===== src/rtl/throw_ctrl.sv =====
// Turn and throw sequencer: alternates local/remote turns, converts a held
// throw button into a saturating 5-bit power level, exchanges throws with the
// board link and hands each throw to the trajectory renderer.
module throw_ctrl #(
  parameter int unsigned TICK_DIV  = 1_000_000,  // clk40MHz cycles per power step
  parameter int unsigned MAX_POWER = 31          // charge saturation value, <= 31
) (
  input  logic       clk40MHz,
  input  logic       rst,
  input  logic       game_active,
  input  logic       my_player,
  input  logic       btn_throw,
  input  logic [4:0] in_power,
  input  logic       in_throw_flag,
  input  logic       flight_done,
  output logic [4:0] out_power,
  output logic       out_throw_flag,
  output logic [4:0] throw_power,
  output logic       throw_owner,
  output logic       flight_start,
  output logic       my_turn,
  output logic       charging,
  output logic [4:0] charge_level,
  output logic [7:0] turn
);

  localparam int unsigned   CNT_W     = (TICK_DIV > 1) ? $clog2(TICK_DIV) : 1;
  localparam logic [CNT_W-1:0] TICK_LAST = CNT_W'(TICK_DIV - 1);
  localparam logic [4:0]    POWER_MAX = 5'(MAX_POWER);
  localparam logic          PLAYER_1  = 1'b0;

  typedef enum logic [2:0] {
    WAIT_START,
    MY_AIM,
    CHARGE,
    FLIGHT,
    THEIR_AIM
  } state_t;

  state_t           state;
  logic [CNT_W-1:0] tick_cnt;
  logic             armed;   // button seen released since this turn began

  // Sequencer: state, turn bookkeeping and every registered output.
  always_ff @(posedge clk40MHz) begin
    // NOTE: non-blocking assignments throughout; the default-low strobes below
    // are overridden later in the same block only on the cycle they fire.
    out_throw_flag <= 1'b0;
    flight_start   <= 1'b0;

    if (rst || !game_active) begin
      // Reset and abort share one path: anything in progress is discarded,
      // including a strobe that would otherwise fire this cycle.
      state        <= WAIT_START;
      tick_cnt     <= '0;
      armed        <= 1'b0;
      out_power    <= '0;
      throw_power  <= '0;
      throw_owner  <= 1'b0;
      my_turn      <= 1'b0;
      charging     <= 1'b0;
      charge_level <= '0;
      turn         <= '0;
    end else begin
      unique case (state)
        WAIT_START: begin
          turn <= '0;
          if (my_player == PLAYER_1) begin
            state   <= MY_AIM;
            my_turn <= 1'b1;
          end else begin
            state   <= THEIR_AIM;
          end
        end

        MY_AIM: begin
          // A button already held when the turn starts must be released first.
          if (!btn_throw) begin
            armed <= 1'b1;
          end else if (armed) begin
            state        <= CHARGE;
            charging     <= 1'b1;
            charge_level <= 5'd1;
            tick_cnt     <= '0;
          end
        end

        CHARGE: begin
          if (!btn_throw) begin
            // Level is at least 1 here, so a zero power never reaches the link.
            out_power      <= charge_level;
            out_throw_flag <= 1'b1;
            throw_power    <= charge_level;
            throw_owner    <= my_player;
            flight_start   <= 1'b1;
            armed          <= 1'b0;
            my_turn        <= 1'b0;
            charging       <= 1'b0;
            charge_level   <= '0;
            state          <= FLIGHT;
          end else if (tick_cnt == TICK_LAST) begin
            tick_cnt <= '0;
            if (charge_level < POWER_MAX) begin
              charge_level <= charge_level + 5'd1;
            end
          end else begin
            tick_cnt <= tick_cnt + 1'b1;
          end
        end

        THEIR_AIM: begin
          // Power 0 with the strobe is a link handshake, not a throw.
          if (in_throw_flag && (in_power != 5'd0)) begin
            throw_power  <= in_power;
            throw_owner  <= ~my_player;
            flight_start <= 1'b1;
            state        <= FLIGHT;
          end
        end

        FLIGHT: begin
          // Buttons and remote strobes are ignored until the projectile lands.
          if (flight_done) begin
            turn <= turn + 8'd1;
            if (throw_owner == my_player) begin
              state <= THEIR_AIM;
            end else begin
              state   <= MY_AIM;
              my_turn <= 1'b1;
            end
          end
        end

        default: begin
          state <= WAIT_START;
        end
      endcase
    end
  end

endmodule


===== config.mk =====
export PLATFORM = sky130hd
export DESIGN_NAME = throw_ctrl
export DESIGN_NICKNAME = d
export VERILOG_FILES = /design/src/rtl/throw_ctrl.sv
export SDC_FILE = /design/constraint.sdc
export NUM_CORES = 1
export LEC_CHECK = 0
export CORE_ASPECT_RATIO = 1.25
export CORE_UTILIZATION = 55
export CTS_CLUSTER_DIAMETER = 40
export DETAILED_ROUTE_END_ITERATION = 6
export GPL_ROUTABILITY_DRIVEN = 0
export GPL_TIMING_DRIVEN = 0
export HOLD_SLACK_MARGIN = 0.08
export PLACE_DENSITY = 0.8
export SYNTH_ARGS = -nofsm -noshare
export SYNTH_HDL_FRONTEND = slang
export SYNTH_SLANG_ARGS = --single-unit
export TNS_END_PERCENT = 10

===== constraint.sdc =====
create_clock -name clk40MHz -period 5.7 [get_ports clk40MHz]
set_input_delay 0.57 -clock clk40MHz [delete_from_list [all_inputs] [get_ports clk40MHz]]
set_output_delay 0.57 -clock clk40MHz [all_outputs]
set_load 0.01 [all_outputs]

==> out/qor.log <==
[power_and_ir_drop] power density over the cells 197 mW/mm2
[power_and_ir_drop] part of the power in registers 53.3%
[drt] DR iter-0 viols 214
[critical_path] ordered cell list for the critical path clkdlybuf4s50_1 > buf_2 > nand2b_1 > a21oi_1 > buf_2 > o21ai_0 > nand2_1 > a21oi_1
[power_and_ir_drop] sw power 168 uW
[yosys] Cell variety after synth 63
[cells_and_area] count of placed standard cells in the final layout, fillers left out 468
[timing] final setup violating endpoints 0
[clock_network] number of setup buffers added after CTS 0
[die] area of the core region 0.00508 mm2
[yosys] top-area cell type share of the netlist area 35.7%
[yosys] Yosys warning total 0
[drt] detailed-route vias per instance 6.18
[timing] highest clock rate 420 MHz
[grt] number of antenna violations at the first check in global routing 0
[die] die footprint 0.00560 mm2
[yosys] number of enable-type register cells in the synthesized netlist 0
[grt] pin count of the biggest net entering global routing 18
[power_and_ir_drop] Worst IR Drop VDD 0.000111 V
[drt] wire per inst 15.9 um
[clock_network] insertion delay to the later sink of the worst-skew pair 0.32 ns
[clock_network] number of buffers added to fix hold violations after cts 0
[worst_hold_path] HP Class reg -> reg
[place] count of input and output buffers 39
[drt] Vias 2894
[critical_path] critical path startpoint category input port
[power_and_ir_drop] clock network fraction of total power 38.8%
[timing] Worst Max-Slew Pin Slew 0.598 ns
[place] number of cells in the design after placement 460
[clock_network] clock slew at reported path FFs 0.11 ns
[clock_network] clock tree buffer depth 2
[critical_path] data required time of the worst path 5.88 ns
[clock_network] number of cells upsized or downsized after cts 0
[power_and_ir_drop] Internal Pwr Total 520 uW
[critical_path] arrival time at the worst endpoint 2.56 ns
[clock_network] clock tree from TritonCTS yes
[critical_path] Critical-path top delay cell sky130_fd_sc_hd__clkdlybuf4s50_1
[yosys] number of nets produced by synthesis 374
[yosys] number of storage elements in the synthesis netlist 52
[timing] aggregate negative setup slack 0 ns
[clock_network] root buffer cell sky130_fd_sc_hd__clkbuf_8
[cells_and_area] final core area utilization 68.9%
[clock_network] Clock H-tree levels 2
[job] Max Cap Viol 0
[drt] DRC violations left 0
[timing] setup repair after global routing missed its margin no
[drt] routed wire length 7440 um
[critical_path] critical path type in -> reg
[yosys] Area contributors post-synth sky130_fd_sc_hd__dfxtp_1, sky130_fd_sc_hd__a21oi_1, sky130_fd_sc_hd__nand2_1, sky130_fd_sc_hd__nand3_1, sky130_fd_sc_hd__nor2_1
[power_and_ir_drop] Pleak 0.00119 uW
[yosys] Post-Syn Area 0.00292 mm2
[timing] max_slew headroom 59.6%
[grt] total track usage 28.0%
[die] standard-cell rows 29
[timing] final clock skew 0.0124 ns
[cells_and_area] proportion of layout cells with a drive suffix above 1 9.61%
[grt] GR Overflow Total 0
[timing] share of the clock period used by the worst path 41.8%
[clock_network] cts bufs inserted 5
[yosys] synthesized instance count 359
[power_and_ir_drop] combinational share of power 7.9%
[die] floorplan die height 83.4 um
[die] Initial Utilization 57.4%
[timing] Period minus WS final 2.38 ns
[drt] DRT Pass-1 Iters 5
[critical_path] Critical Path End Type flip-flop
[grt] global-route wire length before repair 12200 um
[yosys] share of flip-flops with an asynchronous set or reset 0%
[timing] total count of hold-check failures in the final report 0
[die] die width 67.1 um
[grt] number of global-route vias before repair 2622
[die] count of pins on the block boundary 40
[yosys] cell type with the largest total area after synthesis sky130_fd_sc_hd__dfxtp_1
[critical_path] CP top delay family buffers and inverters
[timing] max-slew violation total from the final report 0
[cells_and_area] number of diodes 0
[critical_path] largest fanout on the critical path 10
[run_status] result of the run finished clean
[cells_and_area] Total Nets Final 420
[critical_path] buffer and inverter count on the worst path 3
[place] post-DP HPWL 5250 um
[yosys] register area share after synthesis 35.7%
[critical_path] delay of the slowest cell on the worst path 0.55 ns
[yosys] ys flop type sky130_fd_sc_hd__dfxtp_1
[yosys] Post-Synthesis Mean Instance Area 8.12 um2
[cells_and_area] Layout Area Growth over Synthesis 20.0%
[clock_network] number of clock sinks seen by CTS 52
[drt] antenna violation net count after detailed routing 0
[power_and_ir_drop] switching share of total power 24.4%
-- state kept, by name, indices dropped and copies added, names as in the netlist --
register,flops
armed,1
charge_level,5
charging,1
flight_start,1
my_turn,1
out_power,5
out_throw_flag,1
state,3
throw_owner,1
throw_power,5
tick_cnt,20
turn,8
-- through the flow --
step	cell area, um2	worst slack [ns]	power (uW)	hold WS, ns
5_1_grt	3500	3.15	712	0.477
2_1_floorplan	2920	3.80	408	0.461
4_1_cts	3500	3.34	692	0.465
6_report	3500	3.32	689	0.461
3_5_place_dp	3380	3.02	429	0.450
3_3_place_gp	3380	3.07	429	0.444
-- tightest hold or removal path: stages, from the launching register on --
cell	delay, ns
sky130_fd_sc_hd__dfxtp_1	0.32
sky130_fd_sc_hd__nand2_1	0.05
sky130_fd_sc_hd__a21oi_1	0.05
-- power by group through the flow --
| stage | Clock [uW] | Sequential (uW) | Combinational (uW) |
|---|---|---|---|
| detailed placement | 0 | 375 | 53.5 |
| CTS | 271 | 367 | 53.9 |
| global placement | 0 | 375 | 53.4 |
| floorplan | 0 | 376 | 31.8 |
| global route | 285 | 368 | 59.3 |
| finish | 267 | 367 | 54.2 |
-- Yosys cell counts, types with 7 or more instances --
master / instances
sky130_fd_sc_hd__o21ai_0: 14
sky130_fd_sc_hd__inv_1: 8
sky130_fd_sc_hd__a211oi_1: 10
sky130_fd_sc_hd__nor3_1: 11
sky130_fd_sc_hd__buf_2: 10
sky130_fd_sc_hd__dfxtp_1: 52
sky130_fd_sc_hd__nor2_1: 29
sky130_fd_sc_hd__nand4_1: 9
sky130_fd_sc_hd__a21oi_1: 39
sky130_fd_sc_hd__clkbuf_1: 7
sky130_fd_sc_hd__nand3_1: 25
sky130_fd_sc_hd__nand2b_1: 7
sky130_fd_sc_hd__nand2_1: 35
-- final timing paths --
check | endpoint | slack (ns) | cells past startpoint | from
hold reg to reg | out_power[2] | 0.46 | 2 | out_power[2]
hold / removal | out_power[2] | 0.46 | 2 | out_power[2]
setup / recovery | tick_cnt[6] | 3.32 | 8 | btn_throw
setup reg to reg | tick_cnt[12] | 3.58 | 6 | state[2]
-- routing by layer --
| layer | GRT usage (%) | wire [um] | up-vias |
|---|---|---|---|
| met4 | 10.3 | 136 | 0 |
| li1 | - | - | 1419 |
| met3 | 3.57 | 385 | 15 |
| met5 | 0 | 0 | - |
| met1 | 35.2 | 3170 | 1346 |
| met2 | 47.2 | 3750 | 114 |
-- placed cells by master (no fill, tap or decap), types with 3 or more instances in the layout --
cell type,synthesis,layout
sky130_fd_sc_hd__nand4_1,9,9
sky130_fd_sc_hd__clkbuf_8,2,7
sky130_fd_sc_hd__nand3_1,25,25
sky130_fd_sc_hd__a21oi_1,39,39
sky130_fd_sc_hd__nor4b_1,4,4
sky130_fd_sc_hd__or3_1,4,4
sky130_fd_sc_hd__a211oi_1,10,10
sky130_fd_sc_hd__nor2_1,29,29
sky130_fd_sc_hd__xor2_1,5,5
sky130_fd_sc_hd__ha_1,3,3
sky130_fd_sc_hd__buf_2,10,10
sky130_fd_sc_hd__buf_4,3,3
sky130_fd_sc_hd__and3_1,5,5
sky130_fd_sc_hd__xnor2_1,3,3
sky130_fd_sc_hd__o211ai_1,5,5
sky130_fd_sc_hd__clkbuf_1,7,7
sky130_fd_sc_hd__or4_1,3,3
sky130_fd_sc_hd__inv_1,8,8
sky130_fd_sc_hd__nor4_1,4,4
sky130_fd_sc_hd__mux2i_1,5,5
sky130_fd_sc_hd__clkdlybuf4s50_1,0,39
sky130_fd_sc_hd__nand2b_1,7,7
sky130_fd_sc_hd__dfxtp_1,52,52
sky130_fd_sc_hd__nand4b_1,3,3
sky130_fd_sc_hd__o21ai_0,14,14
sky130_fd_sc_hd__a31oi_1,5,5
sky130_fd_sc_hd__a21boi_0,3,3
sky130_fd_sc_hd__nand2_1,35,35
sky130_fd_sc_hd__a21o_1,3,3
sky130_fd_sc_hd__nor3_1,11,11
-- logic make-up after synthesis --
group	after synthesis	synth area share, %
buffers and inverters	31	5.49
DFF	52	35.7
muxes	5	1.72
adders and majority gates	3	1.29
AOI/OAI and AO/OA	96	20.9
xor gates and xnor gates	8	2.40
and+or+nand+nor	164	32.5
-- layout make-up --
type | count | area [um2]
multi-input combinational | 276 | 1710
fill | 446 | 1580
sequential | 52 | 1040
timing repair buffer | 39 | 390
buffer | 23 | 130
tap | 62 | 77.6
clock buffer | 5 | 68.8
clock inverter | 3 | 46.3
inverter | 8 | 30.0
Note: power is estimated with default switching activity, not from simulation.
